**src/rtl/alu_pkg.sv**
```systemverilog
// alu_pkg: opcodes, ALU input-control codes, FSM states and the command
// bundle shared by the ALU command-issue front end.
package alu_pkg;

  localparam logic [6:0] OP_ADD = 7'b1000000;
  localparam logic [6:0] OP_SUB = 7'b0100000;
  localparam logic [6:0] OP_AND = 7'b0010000;
  localparam logic [6:0] OP_OR  = 7'b0001000;
  localparam logic [6:0] OP_XOR = 7'b0000100;
  localparam logic [6:0] OP_NOT = 7'b0000010;
  localparam logic [6:0] OP_SHL = 7'b0000001;

  localparam logic [2:0] INSEL_PERSIST = 3'b100;
  localparam logic [2:0] INSEL_LOAD    = 3'b010;
  localparam logic [2:0] INSEL_RESET   = 3'b001;

  typedef enum logic [1:0] {
    ST_IDLE,
    ST_LOAD,
    ST_WAIT,
    ST_DONE
  } state_t;

  typedef struct packed {
    logic [7:0] num1;
    logic [7:0] num2;
    logic [6:0] op;
  } cmd_t;

  function automatic logic op_legal(input logic [6:0] op);
    return $onehot(op);
  endfunction

endpackage

```
**src/rtl/alu_cmd_fifo.sv**
```systemverilog
// alu_cmd_fifo: power-of-two synchronous FIFO of ALU commands with a
// first-word-fall-through head output.
module alu_cmd_fifo
  import alu_pkg::*;
#(
  parameter int DEPTH = 4
) (
  input  logic clk,
  input  logic rst,
  input  logic i_push,
  input  cmd_t i_data,
  input  logic i_pop,
  output logic o_full,
  output logic o_empty,
  output cmd_t o_head
);

  localparam int AW = $clog2(DEPTH);
  localparam int CW = AW + 1;

  cmd_t          r_mem [DEPTH];
  logic [AW-1:0] r_wr;
  logic [AW-1:0] r_rd;
  logic [CW-1:0] r_cnt;
  logic          w_push;
  logic          w_pop;

  assign o_full  = (r_cnt == CW'(DEPTH));
  assign o_empty = (r_cnt == '0);
  assign w_push  = i_push && !o_full;
  assign w_pop   = i_pop && !o_empty;
  assign o_head  = r_mem[r_rd];

  always_ff @(posedge clk) begin
    if (w_push) r_mem[r_wr] <= i_data;
  end

  // pointers wrap for free because DEPTH is a power of two
  always_ff @(posedge clk or negedge rst) begin
    if (!rst) begin
      r_wr  <= '0;
      r_rd  <= '0;
      r_cnt <= '0;
    end else begin
      if (w_push) r_wr <= r_wr + AW'(1);
      if (w_pop)  r_rd <= r_rd + AW'(1);
      unique case ({w_push, w_pop})
        2'b10:   r_cnt <= r_cnt + CW'(1);
        2'b01:   r_cnt <= r_cnt - CW'(1);
        default: r_cnt <= r_cnt;
      endcase
    end
  end

endmodule

```
**src/rtl/alu_cmd_issuer.sv**
```systemverilog
// alu_cmd_issuer: queues commands and sequences load/wait/capture into ALU main.
// Define ALU_ISSUE_ERRCHK_EN to drop (and flag) commands whose op is not one-hot.
module alu_cmd_issuer
  import alu_pkg::*;
#(
  parameter int DEPTH   = 4,
  parameter int ALU_LAT = 2
) (
  input  logic       clk,
  input  logic       rst,
  input  logic       cmd_valid,
  output logic       cmd_ready,
  input  logic [7:0] cmd_num1,
  input  logic [7:0] cmd_num2,
  input  logic [6:0] cmd_op,
  output logic       alu_on,
  output logic [2:0] alu_in_sel,
  output logic [7:0] alu_num1,
  output logic [7:0] alu_num2,
  output logic [6:0] alu_out_sel,
  input  logic [7:0] alu_out,
  output logic       res_valid,
  input  logic       res_ready,
  output logic [7:0] res_data,
  output logic [6:0] res_op,
  output logic       err_op,
  output logic       busy
);

  localparam int CW = (ALU_LAT > 1) ? $clog2(ALU_LAT) : 1;

  cmd_t          w_cmd;
  cmd_t          w_head;
  logic          w_full;
  logic          w_empty;
  logic          w_push;
  logic          w_pop;
  logic          w_legal;
  state_t        r_state;
  logic [CW-1:0] r_cnt;
  logic          r_on;
  logic          r_err;
  logic          r_res_valid;
  logic [2:0]    r_in_sel;
  logic [7:0]    r_num1;
  logic [7:0]    r_num2;
  logic [6:0]    r_op;
  logic [7:0]    r_res_data;
  logic [6:0]    r_res_op;

  assign w_cmd     = {cmd_num1, cmd_num2, cmd_op};
  assign cmd_ready = rst && !w_full;
  assign w_push    = cmd_valid && cmd_ready;
  assign w_pop     = (r_state == ST_IDLE) && !w_empty;

`ifdef ALU_ISSUE_ERRCHK_EN
  assign w_legal = op_legal(w_head.op);
`else
  assign w_legal = 1'b1;
`endif

  alu_cmd_fifo #(
    .DEPTH (DEPTH)
  ) u_fifo (
    .clk     (clk),
    .rst     (rst),
    .i_push  (w_push),
    .i_data  (w_cmd),
    .i_pop   (w_pop),
    .o_full  (w_full),
    .o_empty (w_empty),
    .o_head  (w_head)
  );

  always_ff @(posedge clk or negedge rst) begin
    if (!rst) begin
      r_state     <= ST_IDLE;
      r_cnt       <= '0;
      r_on        <= 1'b0;
      r_err       <= 1'b0;
      r_in_sel    <= INSEL_RESET;
      r_num1      <= '0;
      r_num2      <= '0;
      r_op        <= '0;
      r_res_valid <= 1'b0;
      r_res_data  <= '0;
      r_res_op    <= '0;
    end else begin
      r_on  <= 1'b1;
      r_err <= 1'b0;
      unique case (r_state)
        ST_IDLE: begin
          r_in_sel <= INSEL_PERSIST;
          if (!w_empty) begin
            if (w_legal) begin
              r_state  <= ST_LOAD;
              r_in_sel <= INSEL_LOAD;
              r_num1   <= w_head.num1;
              r_num2   <= w_head.num2;
              r_op     <= w_head.op;
            end else begin
              r_err <= 1'b1;
            end
          end
        end
        ST_LOAD: begin
          r_in_sel <= INSEL_PERSIST;
          r_cnt    <= CW'(ALU_LAT - 1);
          r_state  <= ST_WAIT;
        end
        ST_WAIT: begin
          if (r_cnt == '0) begin
            r_res_data  <= alu_out;
            r_res_op    <= r_op;
            r_res_valid <= 1'b1;
            r_state     <= ST_DONE;
          end else begin
            r_cnt <= r_cnt - CW'(1);
          end
        end
        ST_DONE: begin
          if (res_ready) begin
            r_res_valid <= 1'b0;
            r_state     <= ST_IDLE;
          end
        end
      endcase
    end
  end

  assign alu_on      = r_on;
  assign alu_in_sel  = r_in_sel;
  assign alu_num1    = r_num1;
  assign alu_num2    = r_num2;
  assign alu_out_sel = r_op;
  assign res_valid   = r_res_valid;
  assign res_data    = r_res_data;
  assign res_op      = r_res_op;
  assign err_op      = r_err;
  assign busy        = (r_state != ST_IDLE) || !w_empty;

endmodule

```
**config.mk**
```make
export PLATFORM = sky130hd
export DESIGN_NAME = alu_cmd_issuer
export DESIGN_NICKNAME = d
export VERILOG_FILES = /design/src/rtl/alu_pkg.sv /design/src/rtl/alu_cmd_fifo.sv /design/src/rtl/alu_cmd_issuer.sv
export SDC_FILE = /design/constraint.sdc
export NUM_CORES = 1
export LEC_CHECK = 0
export ABC_AREA = 1
export CAP_MARGIN = 10
export CORE_MARGIN = 2
export CORE_UTILIZATION = 55
export CTS_BUF_LIST = sky130_fd_sc_hd__clkbuf_4 sky130_fd_sc_hd__clkbuf_8
export CTS_CLUSTER_SIZE = 24
export DETAILED_ROUTE_END_ITERATION = 16
export GPL_ROUTABILITY_DRIVEN = 0
export GPL_TIMING_DRIVEN = 0
export PLACE_DENSITY = 0.8
export SYNTH_ARGS = -nofsm -noshare
export SYNTH_HDL_FRONTEND = slang
export SYNTH_SLANG_ARGS = --single-unit
```
**constraint.sdc**
```tcl
create_clock -name clk -period 4.3 [get_ports clk]
set_clock_uncertainty 0.05 [all_clocks]
set_input_delay 0.645 -clock clk [delete_from_list [all_inputs] [get_ports clk]]
set_output_delay 0.645 -clock clk [all_outputs]
set_load 0.02 [all_outputs]
```
; Word-level counts from Yosys, hierarchy flattened
; Memory sizes are Yosys's and may differ from the RTL's. A register that Yosys moved wholly into a read port is not among the register bits.
; Cells that the tools add are included.
[classes]
reduce_logical = 20
n_bitwise = 2
addsub = 5
n_mux = 14
n_eq_ne = 9
[ops]
columns = cell, count
row1 = 3-bit case mux with 2 select lines, 2
row2 = 2-bit nonzero test, 5
row3 = 2-bit case mux with 4 select lines, 1
row4 = "2-bit == test, second input constant", 3
row5 = 2-bit two-way mux, 3
row6 = "2-bit != test, second input constant", 3
row7 = 3-bit AND reduction, 2
row8 = 1-bit logical AND, 5
row9 = 1-bit two-way mux, 5
row10 = "2-bit by 1-bit adder with 2-bit output, second input constant", 2
row11 = "2-bit by 1-bit == test with 1-bit output, second input constant", 2
row12 = 1-bit case mux with 2 select lines, 2
row13 = 2-bit AND reduction, 2
row14 = "3-bit by 1-bit adder with 3-bit output, second input constant", 1
row15 = "3-bit == test, second input constant", 1
row16 = 1-bit zero test, 3
row17 = 3-bit zero test, 1
row18 = 3-bit two-way mux, 1
row19 = "3-bit by 1-bit subtractor with 3-bit output, second input constant", 1
row20 = 2-bit zero test, 1
row21 = 1-bit inverter, 2
row22 = 1-bit logical OR, 1
row23 = "1-bit subtractor, second input constant", 1
[word_totals]
n_memories = 1
output_inout_bits = 46
mem_bits_rw = 92
inputBits = 35
reg_bits = 30
word_cells = 61
[mem_list]
columns = memory, depth, word_bits, rd, rd_clocked_by_memory_dff, wr, line
row1 = u_fifo.r_mem, 4, 23, 1, 1, 1, alu_cmd_fifo.sv:21  ; cmd_t r_mem [DEPTH];

; Logic depth before layout (Yosys ltp)
; Gate-level depths: netlist of run 1.
[logic_depth]
word_depth = 7
mapped_depth = 11
depth_no_buf = 10

; Cells and area by module
; A second synthesis of run 1 with hierarchy kept.
[unflattened]
hier_cells = 541
hier_area_um2 = 6003.3
[modules_own_cells]
columns = module, cells_per_inst, n_inst, seq_area_each_um2, area_each_um2
row1 = alu_cmd_fifo, 330, 1, 2937.8, 4135.2
row2 = alu_cmd_issuer, 211, 1, 1152.4, 1868.0

; Worst setup path after synthesis of run 1
; OpenSTA, ideal clock, no wires.
[synth_timing]
path_kind = input port to flip-flop
start = input cmd_valid
end = memory u_fifo.r_mem[0][0] (netlist bit), enable pin
path_slack_ps = 1999
t_arrival_ps = 1848
path_stages = 2
path_buffers = 0
path_cell_list = nand3_1 nor2_1
[synth_via]
elab_chain_len = 4
[synth_lines]
columns = element, line
row1 = "start, declared", alu_cmd_issuer.sv:11  ; input logic cmd_valid,
row2 = 1-bit logical AND, alu_cmd_issuer.sv:53  ; assign w_push = cmd_valid && cmd_ready;
row3 = 1-bit logical AND, alu_cmd_fifo.sv:30  ; assign w_push = i_push && !o_full;
row4 = 1-bit two-way mux, alu_cmd_fifo.sv:35  ; if (w_push) r_mem[r_wr] <= i_data;
row5 = 1-bit two-way mux (not written as such), alu_cmd_fifo.sv:35
row6 = "end, declared", alu_cmd_fifo.sv:21
; Every way passes these cells.

; Worst setup path in the final report of run 1
[layout_timing]
start = input rst
end = output cmd_ready
[layout_via]
elab_chain_len = 1
[layout_lines]
columns = element, line
row1 = "start, declared", alu_cmd_issuer.sv:10  ; input logic rst,
row2 = 1-bit logical AND, alu_cmd_issuer.sv:52  ; assign cmd_ready = rst && !w_full;
row3 = "end, declared", alu_cmd_issuer.sv:12  ; output logic cmd_ready,
; Every way passes these cells.

==> run_results.csv, run 1 <==
group,metric,value,unit
synth,ys_seq_elements,145,
clocking,postCtsSetupRepairBufs,0,
placement,hpwl,8600,um
synth,yosysWarnings,0,
setup_path,r2r-end,"u_fifo.r_cnt[2]",
global_route,grt_pass1_wl,20000,um
global_route,track_usage,22.6,%
run,maxCapViolCount,0,
detailed_routing,routed_wl,12800,um
sta,rsz0062_at_grt,"false",
floorplan,die_x,110,um
sta,worst_pin_slew,0.800,ns
layout,drive_gt1_share,9.55,%
placement,io_buffer_count,79,
sta,relSlewSlack,46.7,%
synth,syn_nets,663,
power,power_density,681,mW/mm^2
worst_hold_path,hold_class,"in -> async",
power,peakVddDrop,0.340,mV
synth,ys_seq_area_share,66.2,%
setup_path,crit_fanout,33,
sta,hold_ws,0.225,ns
clocking,postCtsHoldBufs,0,
setup_path,worstSetupStartpoint,"rst",
placement,place_ws,1.17,ns
floorplan,core,0.0109,sq mm
clocking,cts_root_buf,"clkbuf_8",
power,p_seq_share,38.6,%
clocking,numClockSinks,145,
synth,syn_avg_cell_area,10.0,sq um
power,sw_frac_of_total,38.8,%
sta,slew_viol_final,0,
detailed_routing,dr.first_iter.drc_count,376,
power,combinationalPowerShare,42.6,%
detailed_routing,detail_route.drc_violations,0,
power,clockPowerShare,18.8,%
floorplan,die_y,110,um
clocking,cts_tree,"yes",
power,power.net_switching,0.00201,W
clocking,clk_latency,0.45,ns
clocking,cts_buffers,17,
sta,min_period_over_period,69.4,%
power,internal_power,0.00318,W
clocking,htree_levels,4,
layout,n_antenna_cell,0,
detailed_routing,via_per_inst,5.00,
floorplan,start_util,56.7,%
floorplan,die-area,0.0121,sq mm
sta,period_minus_slack,2.98,ns
global_route,grt_overflow,0,
setup_path,endpoint_kind,"primary output",
setup_path,reg2reg_depth,10,
outcome,outcome,"finished clean",
detailed_routing,num_vias,4361,
global_route,grt_max_degree,34,
setup_path,r2r_slack,1.97,ns
sta,setup_ws,1.32,ns
power,p_leak,3.61,nW
setup_path,worstPathRequired,3.61,ns
global_route,grt_antenna_before_repair,0,
synth,netlist_area,0.00618,sq mm
clocking,clk_path_buf_depth,2,
clocking,cts_resized,0,
setup_path,crit_type,"in -> out",
synth,synth_cell_types,32,
clocking,path_clk_slew,0.08,ns
floorplan,boundaryPins,81,
sta,setup_viol,0,
layout,area_delta_synth_final,23.3,%
detailed_routing,wl_per_cell,14.7,um
sta,max_freq,335,MHz
floorplan,row_count,38,
synth,synth_cells,617,
detailed_routing,drtPass1Iterations,5,
setup_path,cp.arrival,2.29,ns
setup_path,reg2reg_from,"r_state[0]",
placement,dp.cells,841,
layout,stdcell_count,873,
layout,num-nets-final,766,
setup_path,start_kind,"input port",
detailed_routing,antenna_left,0,
sta,hold_viol_final,0,
global_route,first_global_vias,4371,
-- per-layer routing --
metal | vias up | track usage, % | wire length (um)
met5 | - | 0 | 0
met4 | 0 | 11.0 | 256
met3 | 26 | 7.05 | 978
met2 | 182 | 37.2 | 6410
met1 | 2045 | 27.1 | 5200
li1 | 2108 | - | -
-- Yosys cell counts (all sizes together) --
| library cell | count | area share [%] |
|---|---|---|
| ha | 10 | 2.0 |
| or2 | 1 | 0.10 |
| o21ai | 3 | 0.24 |
| nand2 | 250 | 15 |
| a21oi | 1 | 0.081 |
| dfstp | 1 | 0.43 |
| o211ai | 1 | 0.12 |
| buf | 21 | 2.5 |
| nand3 | 51 | 4.1 |
| fa | 1 | 0.32 |
| dfrtp | 52 | 21 |
| o211a | 1 | 0.16 |
| xor2 | 2 | 0.28 |
| conb | 2 | 0.12 |
| xnor2 | 2 | 0.28 |
| edfxtp | 92 | 45 |
| clkbuf | 1 | 0.061 |
| a21boi | 1 | 0.12 |
| nor2 | 8 | 0.65 |
| nor3b | 1 | 0.12 |
| inv | 113 | 6.9 |
| nand4 | 2 | 0.20 |
-- worst max-delay path by stage --
stage / end / slack (ns) / cells past startpoint
final: cmd_ready / 1.32 / 3
after global routing: cmd_ready / 1.17 / 3
after CTS: cmd_ready / 1.29 / 3
after detailed placement: u_fifo.r_mem[2][14] / 1.17 / 4
after global placement: u_fifo.r_mem[1][11] / -1.74 / 3
after floorplan: u_fifo.r_mem[0][0] / 2.00 / 2
-- power by group through the flow --
stage | clock network (W) | logic [W] | registers, W
2_1_floorplan | 0 | 0.00114 | 0.00223
3_3_place_gp | 0 | 0.00209 | 0.00202
3_5_place_dp | 0 | 0.00220 | 0.00203
4_1_cts | 0.000987 | 0.00222 | 0.00200
5_1_grt | 0.00105 | 0.00244 | 0.00203
6_report | 0.000976 | 0.00221 | 0.00200
-- stage by stage --
stage	util (%)	instance area, sq um	setup TNS, ns	power (W)
CTS	70.0	7620	0	0.00521
global placement	65.6	7140	-160.43	0.00411
floorplan	-	6180	0	0.00337
global route	70.0	7620	0	0.00553
finish	70.0	7620	0	0.00519
detailed placement	66.6	7250	0	0.00423
-- cells in the final DEF (no fill, tap or decap), types with 2 or more instances in the layout --
master and count:
nand4_1 2, buf_8 2, nor2_2 5, clkinvlp_4 2, ha_1 10, nand3_1 51
buf_4 8, buf_6 5, nand2_1 248, inv_1 111, clkdlybuf4s50_1 78, conb_1 2
edfxtp_1 92, nor2_1 2, buf_16 2, clkinv_2 7, xnor2_1 2, clkinv_4 3
o21ai_0 2, clkbuf_8 18, xor2_1 2, dfrtp_1 52, buf_2 8
-- critical path, cell delays in order --
cell             delay [ns]
buf_2                  0.61
a21boi_0               0.35
clkdlybuf4s50_1        0.67
-- registers in the layout, summed over array words and instances (netlist names) --
name          flops
u_fifo.r_mem     92
alu_num1          8
alu_num2          8
res_data          8
alu_out_sel       7
res_op            7
alu_in_sel        3
u_fifo.r_cnt      3
r_state           2
u_fifo.r_rd       2
u_fifo.r_wr       2
alu_on            1
r_cnt             1
res_valid         1
-- cell type report --
class                   count  area (sq um)
fillers                   750          3270
multi-input cells         337          1510
plain buffers              22           159
well taps                 140           175
clock buffers              18           248
flip-flops and latches    145          4090
repair buffers             84           891
inverters                 113           427
clock inverters            14           115
-- cells by family after synthesis --
group	count (synthesis)	synth area share [%]
and+or+nand+nor	313	20.6
AOI/OAI and AO/OA	7	0.729
adders and majority gates	11	2.35
DFF	145	66.2
buffers and inverters	135	9.48
other	2	0.122
xor gates and xnor gates	4	0.567
Power figures use the tool's default switching activity.
==> run 2, diff against run 1 <==
==> constraint.sdc (replaced) <==
create_clock -name clk -period 2.9 [get_ports clk]
set_clock_uncertainty 0.05 [all_clocks]
set_input_delay 0.435 -clock clk [delete_from_list [all_inputs] [get_ports clk]]
set_output_delay 0.435 -clock clk [all_outputs]
set_load 0.02 [all_outputs]
==> results of run 2 <==
The final DEF is identical to that of run 1. Status: finished clean.
Among the figures that moved: setup slack after placement 1.17 ns -> -0.0230 ns; setup slack after layout 1.32 ns -> 0.187 ns; hold slack 0.225 ns -> 0.0150 ns; start point of the critical path rst -> r_state[0]; end point of the critical path cmd_ready -> busy; register-to-register setup slack 1.97 ns -> 0.57 ns; total power 0.00519 W -> 0.00769 W; worst IR drop on VDD 0.340 mV -> 0.504 mV
==> edit 1 (flow settings as in run 1) <==
The option `ALU_ISSUE_ERRCHK_EN` is turned on by a define.
--- a/src/rtl/alu_cmd_issuer.sv
+++ b/src/rtl/alu_cmd_issuer.sv
@@ -1,5 +1,7 @@
 // alu_cmd_issuer: queues commands and sequences load/wait/capture into ALU main.
 // Define ALU_ISSUE_ERRCHK_EN to drop (and flag) commands whose op is not one-hot.
+`define ALU_ISSUE_ERRCHK_EN
+
 module alu_cmd_issuer
   import alu_pkg::*;
 #(
Formal check against the unedited RTL: not equivalent (Yosys sat finds a counterexample within 4 cycles, from zero or initial values and one cycle with rst low).
==> edit 1 against run 1 <==
Design area fell by 0.43%. Total power rose by 13%. Setup slack got worse by 0.97 ns. Global-route usage rose by 0.21 points. Routed wire length fell by 1.5%. Sequential cell count rose by 1. Final cell count fell by 3.1%. Area after synthesis fell by 0.77%. Highest routed layer unchanged.
==> edit 1: results (changes against run 1) <==
Clock tree
  – Clock tree buffer depth: 2 (unchanged)
  – Setup bufs post-CTS: 0 (unchanged)
  – TritonCTS buffer count: 17 (unchanged)
  – Post_cts resized: 0 (unchanged)
  – CTS clk-pin slew, worst paths: 0.08 ns (about the same)

Pwr
  – VDD IR max: 0.000460 V (was 0.000340 V)
  – Static leakage: 3.42 nW (was 3.61 nW)

Synth
  – Synth Warn #: 0 (unchanged)
  – Top_reg_cell synth: edfxtp_1 (unchanged)
  – Synthesized Nets: 638 (was 663)
  – Distinct cells, synth: 29 (was 32)
  – Post-synth EDFFs: 92 (unchanged)
  – Area contributors post-synth: edfxtp_1 45%, dfrtp_1 22%, nand2_1 19% (was edfxtp_1 45%, dfrtp_1 21%, nand2_1 15%)
  – Async SR Flop Fraction: 0.370 (was 0.366)
  – Most frequent cells after synthesis: 305 x nand2_1, 92 x edfxtp_1, 53 x dfrtp_1, 31 x inv_1, 30 x nor2_1 (was 248 x nand2_1, 111 x inv_1, 92 x edfxtp_1, 52 x dfrtp_1, 51 x nand3_1)
  – Synthesized area per cell: 10.4 um^2 (was 10.0 um^2)
  – Sequential fraction of the synthesis area: 0.671 (was 0.662)

Final layout
  – Layout cell share with drive strength beyond 1: 0.110 (was 0.0955)
  – Max FFs per register: 92 (unchanged)
  – # nets final: 742 (was 766)
  – Top reg by flops: u_fifo.r_mem (unchanged)
  – Inserted Diodes: 0 (unchanged)
  – Finished Layout Cells: 846 (was 873)

Global route
  – Vias in the first global route: 4178 (was 4371)
  – Largest net degree at the start of global routing: 39 (was 34)
  – First-pass GRT wire length: 20.2 mm (was 20.0 mm)
  – GR Util All Layers: 0.228 (was 0.226)
  – Initial antenna violation count: 0 (unchanged)

Placement
  – IO Port Bufs: 80 (was 79)
  – DPL Wire Length: 8.69 mm (was 8.60 mm)
  – Placed cell areas: 7190 um^2 (was 7250 um^2)
  – Place WS: 0.320 ns (was 1.17 ns)
  – Post-Place Cells: 814 (was 841)

Timing
  – Worst Tran Pin Value: 0.708 ns (was 0.800 ns)

Worst setup path
  – Delay-heaviest family, CP: adder cells (was buffers and inverters)
  – CP peak stage delay: 0.56 ns (was 0.67 ns)
  – Cell depth of the worst flop-to-flop path: 18 (was 10)
  – Crit path max fanout: 10 (was 33)
  – Critical-path top delay cell: fa_1 (was clkdlybuf4s50_1)

Drt
  – Via count: 4266 (was 4361)
  – Initial drt markers: 323 (was 376)
  – First-pass DRT Iterations: 6 (was 5)
  – Final WL: 12.6 mm (was 12.8 mm)

Run status
  – Outcome: finished, final reports clean (unchanged)

Worst hold path
  – Hold crit path type: primary input to asynchronous set/reset pin (unchanged)
edit 1: changes by cell type after synthesis, sizes merged, moves of 4 or more:
cell / change
or2: +8
o21ai: +5
nand2: +58
inv: -80
nor2: +25
fa: +4
nand3: -45
edit 1: worst register-to-register path, delay by kind of cell, from the launching register on:
kind	cells	cell delay, ns
adders and majority gates	4	1.90
buffers and inverters	5	0.64
DFF	1	0.37
and+or+nand+nor	8	0.82
AOI/OAI and AO/OA	1	0.13
edit 1: power breakdown:
group / internal [mW] / switching, mW
Combinational: 1.08 / 1.76
Clock: 0.544 / 0.505
Sequential: 1.83 / 0.163
edit 1: final timing paths:
path / start / end / slack (ns)
worst max-delay path: u_fifo.r_rd[0] / alu_num2[3] / 0.34
worst min-delay path: rst / alu_in_sel[1] / 0.09
worst max register to register: u_fifo.r_rd[0] / alu_num2[3] / 0.34
worst min register to register: alu_in_sel[0] / alu_in_sel[0] / 0.41
max in group asynchronous: rst / alu_num2[6] / 3.56
min in group clk: alu_in_sel[0] / alu_in_sel[0] / 0.41
edit 1: cell type report:
type,instances,area (um^2)
flip-flops and latches,146,4120
fillers,778,3260
multi-input cells,389,1750
repair buffers,85,876
clock buffers,20,263
well taps,140,175
plain buffers,21,150
clock inverters,12,130
inverters,33,126
edit 1: kinds of logic after synthesis:
logic type	count (synthesis)	share of synthesized area
adder cells (fa/ha/maj)	14	0.0347
XOR/XNOR	4	0.00572
AND/OR/NAND/NOR	359	0.233
flip-flops	146	0.671
AO/OA/AOI/OAI	11	0.00939
other	1	0.000612
buffers and inverters	54	0.0451
edit 1: layer usage:
layer	global-route usage	routed length, um	vias up
met3	0.0569	930	14
met2	0.383	6180	167
li1	-	-	2067
met5	0	0	-
met4	0.0823	181	0
met1	0.290	5350	2018
==> edit 2 (flow settings as in run 1) <==
Made on the original files. The 4 states of `state_t` get a one-hot encoding in 4 bits.
--- a/src/rtl/alu_pkg.sv
+++ b/src/rtl/alu_pkg.sv
@@ -14,11 +14,11 @@
   localparam logic [2:0] INSEL_LOAD    = 3'b010;
   localparam logic [2:0] INSEL_RESET   = 3'b001;
 
-  typedef enum logic [1:0] {
-    ST_IDLE,
-    ST_LOAD,
-    ST_WAIT,
-    ST_DONE
+  typedef enum logic [3:0] {
+    ST_IDLE = 4'b0001,
+    ST_LOAD = 4'b0010,
+    ST_WAIT = 4'b0100,
+    ST_DONE = 4'b1000
   } state_t;
 
   typedef struct packed {
Formal check against the unedited RTL: no difference found for any inputs over 10 cycles, from zero or initial values and one cycle with rst low; not proved beyond that.
==> edit 2 against run 1 <==
Final cell count down 14%. Worst hold slack got worse by 0.12 ns. Register-to-register slack improved by 0.04 ns. Design area fell by 4.3%. Sequential cell count rose by 2. Via count down 7.9%. Total power decreased by 14%. Routed wire length is 3.6% lower. Setup slack improved by 0.19 ns. Fmax up 6.9%. Area after synthesis shrank 5.5%. Critical path type unchanged.
==> edit 2: results (changes against run 1) <==
Worst hold path
  – Hold crit path type: primary input to asynchronous set/reset pin (unchanged)

Timing
  – Final setup violation count: 0 (unchanged)
  – Max Fclk: 358 MHz (was 335 MHz)
  – Slew Limit Headroom: 0.490 (was 0.467)

Worst setup path
  – Critical-path top delay cell: clkdlybuf4s50_1 (unchanged)
  – CP peak stage delay: 0.59 ns (was 0.67 ns)
  – Arr. time, crit path: 2.10 ns (was 2.29 ns)
  – Crit path max fanout: 42 (was 33)

Final layout
  – Max FFs per register: 92 (unchanged)
  – # nets final: 647 (was 766)
  – # fillers: 676 (was 750)
  – Inserted Diodes: 0 (unchanged)
  – Top reg by flops: u_fifo.r_mem (unchanged)
  – Layout cell share with drive strength beyond 1: 0.115 (was 0.0955)

Clock tree
  – CTS clk-pin slew, worst paths: 0.08 ns (about the same)
  – Post_cts resized: 0 (unchanged)
  – H-tree levels: 4 (unchanged)
  – CTS root buf: clkbuf_8 (unchanged)
  – Clock tree buffer depth: 2 (unchanged)
  – TritonCTS buffer count: 17 (unchanged)
  – Setup bufs post-CTS: 0 (unchanged)
  – Clock latency on the worst-skew pair: 0.44 ns

Placement
  – Placed cell areas: 6920 um^2 (was 7250 um^2)
  – IO Port Bufs: 79 (unchanged)
  – DPL Wire Length: 8.13 mm (was 8.60 mm)

Synth
  – Post-synth EDFFs: 92 (unchanged)
  – Sequential fraction of the synthesis area: 0.709 (was 0.662)
  – Most frequent cells after synthesis: 106 x nand2_1, 92 x edfxtp_1, 61 x inv_1, 53 x dfrtp_1, 49 x a21oi_1 (was 248 x nand2_1, 111 x inv_1, 92 x edfxtp_1, 52 x dfrtp_1, 51 x nand3_1)
  – Synth Warn #: 0 (unchanged)
  – Top_reg_cell synth: edfxtp_1 (unchanged)
  – Distinct cells, synth: 29 (was 32)
  – Synthesized Nets: 544 (was 663)
  – Area contributors post-synth: edfxtp_1 47%, dfrtp_1 23%, nand2_1 6.8% (was edfxtp_1 45%, dfrtp_1 21%, nand2_1 15%)
  – Async SR Flop Fraction: 0.374 (was 0.366)

Pwr
  – VDD IR max: 0.000317 V (was 0.000340 V)
  – Static leakage: 3.13 nW (was 3.61 nW)

Global route
  – Largest net degree at the start of global routing: 43 (was 34)
  – Initial antenna violation count: 0 (unchanged)
  – GR Util All Layers: 0.230 (was 0.226)
  – First-pass GRT wire length: 19.8 mm (was 20.0 mm)

Drt
  – First-pass DRT Iterations: 5 (unchanged)
  – Initial drt markers: 422 (was 376)
  – Final WL: 12.4 mm (was 12.8 mm)
  – Via count: 4016 (was 4361)

Run status
  – Outcome: finished, final reports clean (unchanged)
edit 2: worst max-delay path: cells and delay by family:
family	cells	cell delay [ns]
buf+inv	3	1.28
simple gates	1	0.16
edit 2: cells by family after synthesis:
| group | count (synthesis) | share of synthesized area |
|---|---|---|
| DFF | 147 | 0.709 |
| other | 2 | 0.00129 |
| buffers and inverters | 86 | 0.0660 |
| and+or+nand+nor | 160 | 0.119 |
| xor gates and xnor gates | 4 | 0.00600 |
| adders and majority gates | 6 | 0.0141 |
| AOI/OAI and AO/OA | 98 | 0.0840 |
edit 2: path summary, 6_finish.rpt:
check,from,endpoint,slack [ns],cells past startpoint
worst max-delay path,rst,cmd_ready,1.51,4
worst min-delay path,rst,alu_num2[5],0.10,1
worst max register to register,u_fifo.r_cnt[1],u_fifo.r_cnt[2],2.01,10
worst min register to register,res_op[6],res_op[6],0.42,2
max in group asynchronous,rst,r_state[0],3.47,2
min in group clk,res_op[6],res_op[6],0.42,2
edit 2: area by class of cell:
class                           count  area, um^2  area share
Clock inverter                     15         133      0.0182
Clock buffer                       17         234      0.0321
Sequential cell                   147        4140       0.568
Buffer                             22         140      0.0192
Inverter                           64         245      0.0336
Tap cell                          136         170      0.0233
Multi-Input combinational cell    270        1320       0.181
Timing Repair Buffer               84         903       0.124
edit 2: layer usage:
metal / global-route usage / vias up / share of wire
met5: 0 / - / 0
met4: 0.0946 / 0 / 0.022
met3: 0.0523 / 25 / 0.073
met2: 0.382 / 191 / 0.50
met1: 0.292 / 1916 / 0.40
li1: - / 1884 / -
edit 2: metrics by stage:
step | cells | worst slack (ns)
floorplan | 503 | 1.96
global placement | 718 | -1.84
global route | 755 | 1.41
detailed placement | 723 | 1.21
finish | 755 | 1.51
CTS | 755 | 1.48
edit 2: power by group:
group          switching (mW)  internal, mW
combinational           0.884         0.607
sequential              0.167          1.82
clock                   0.538         0.460
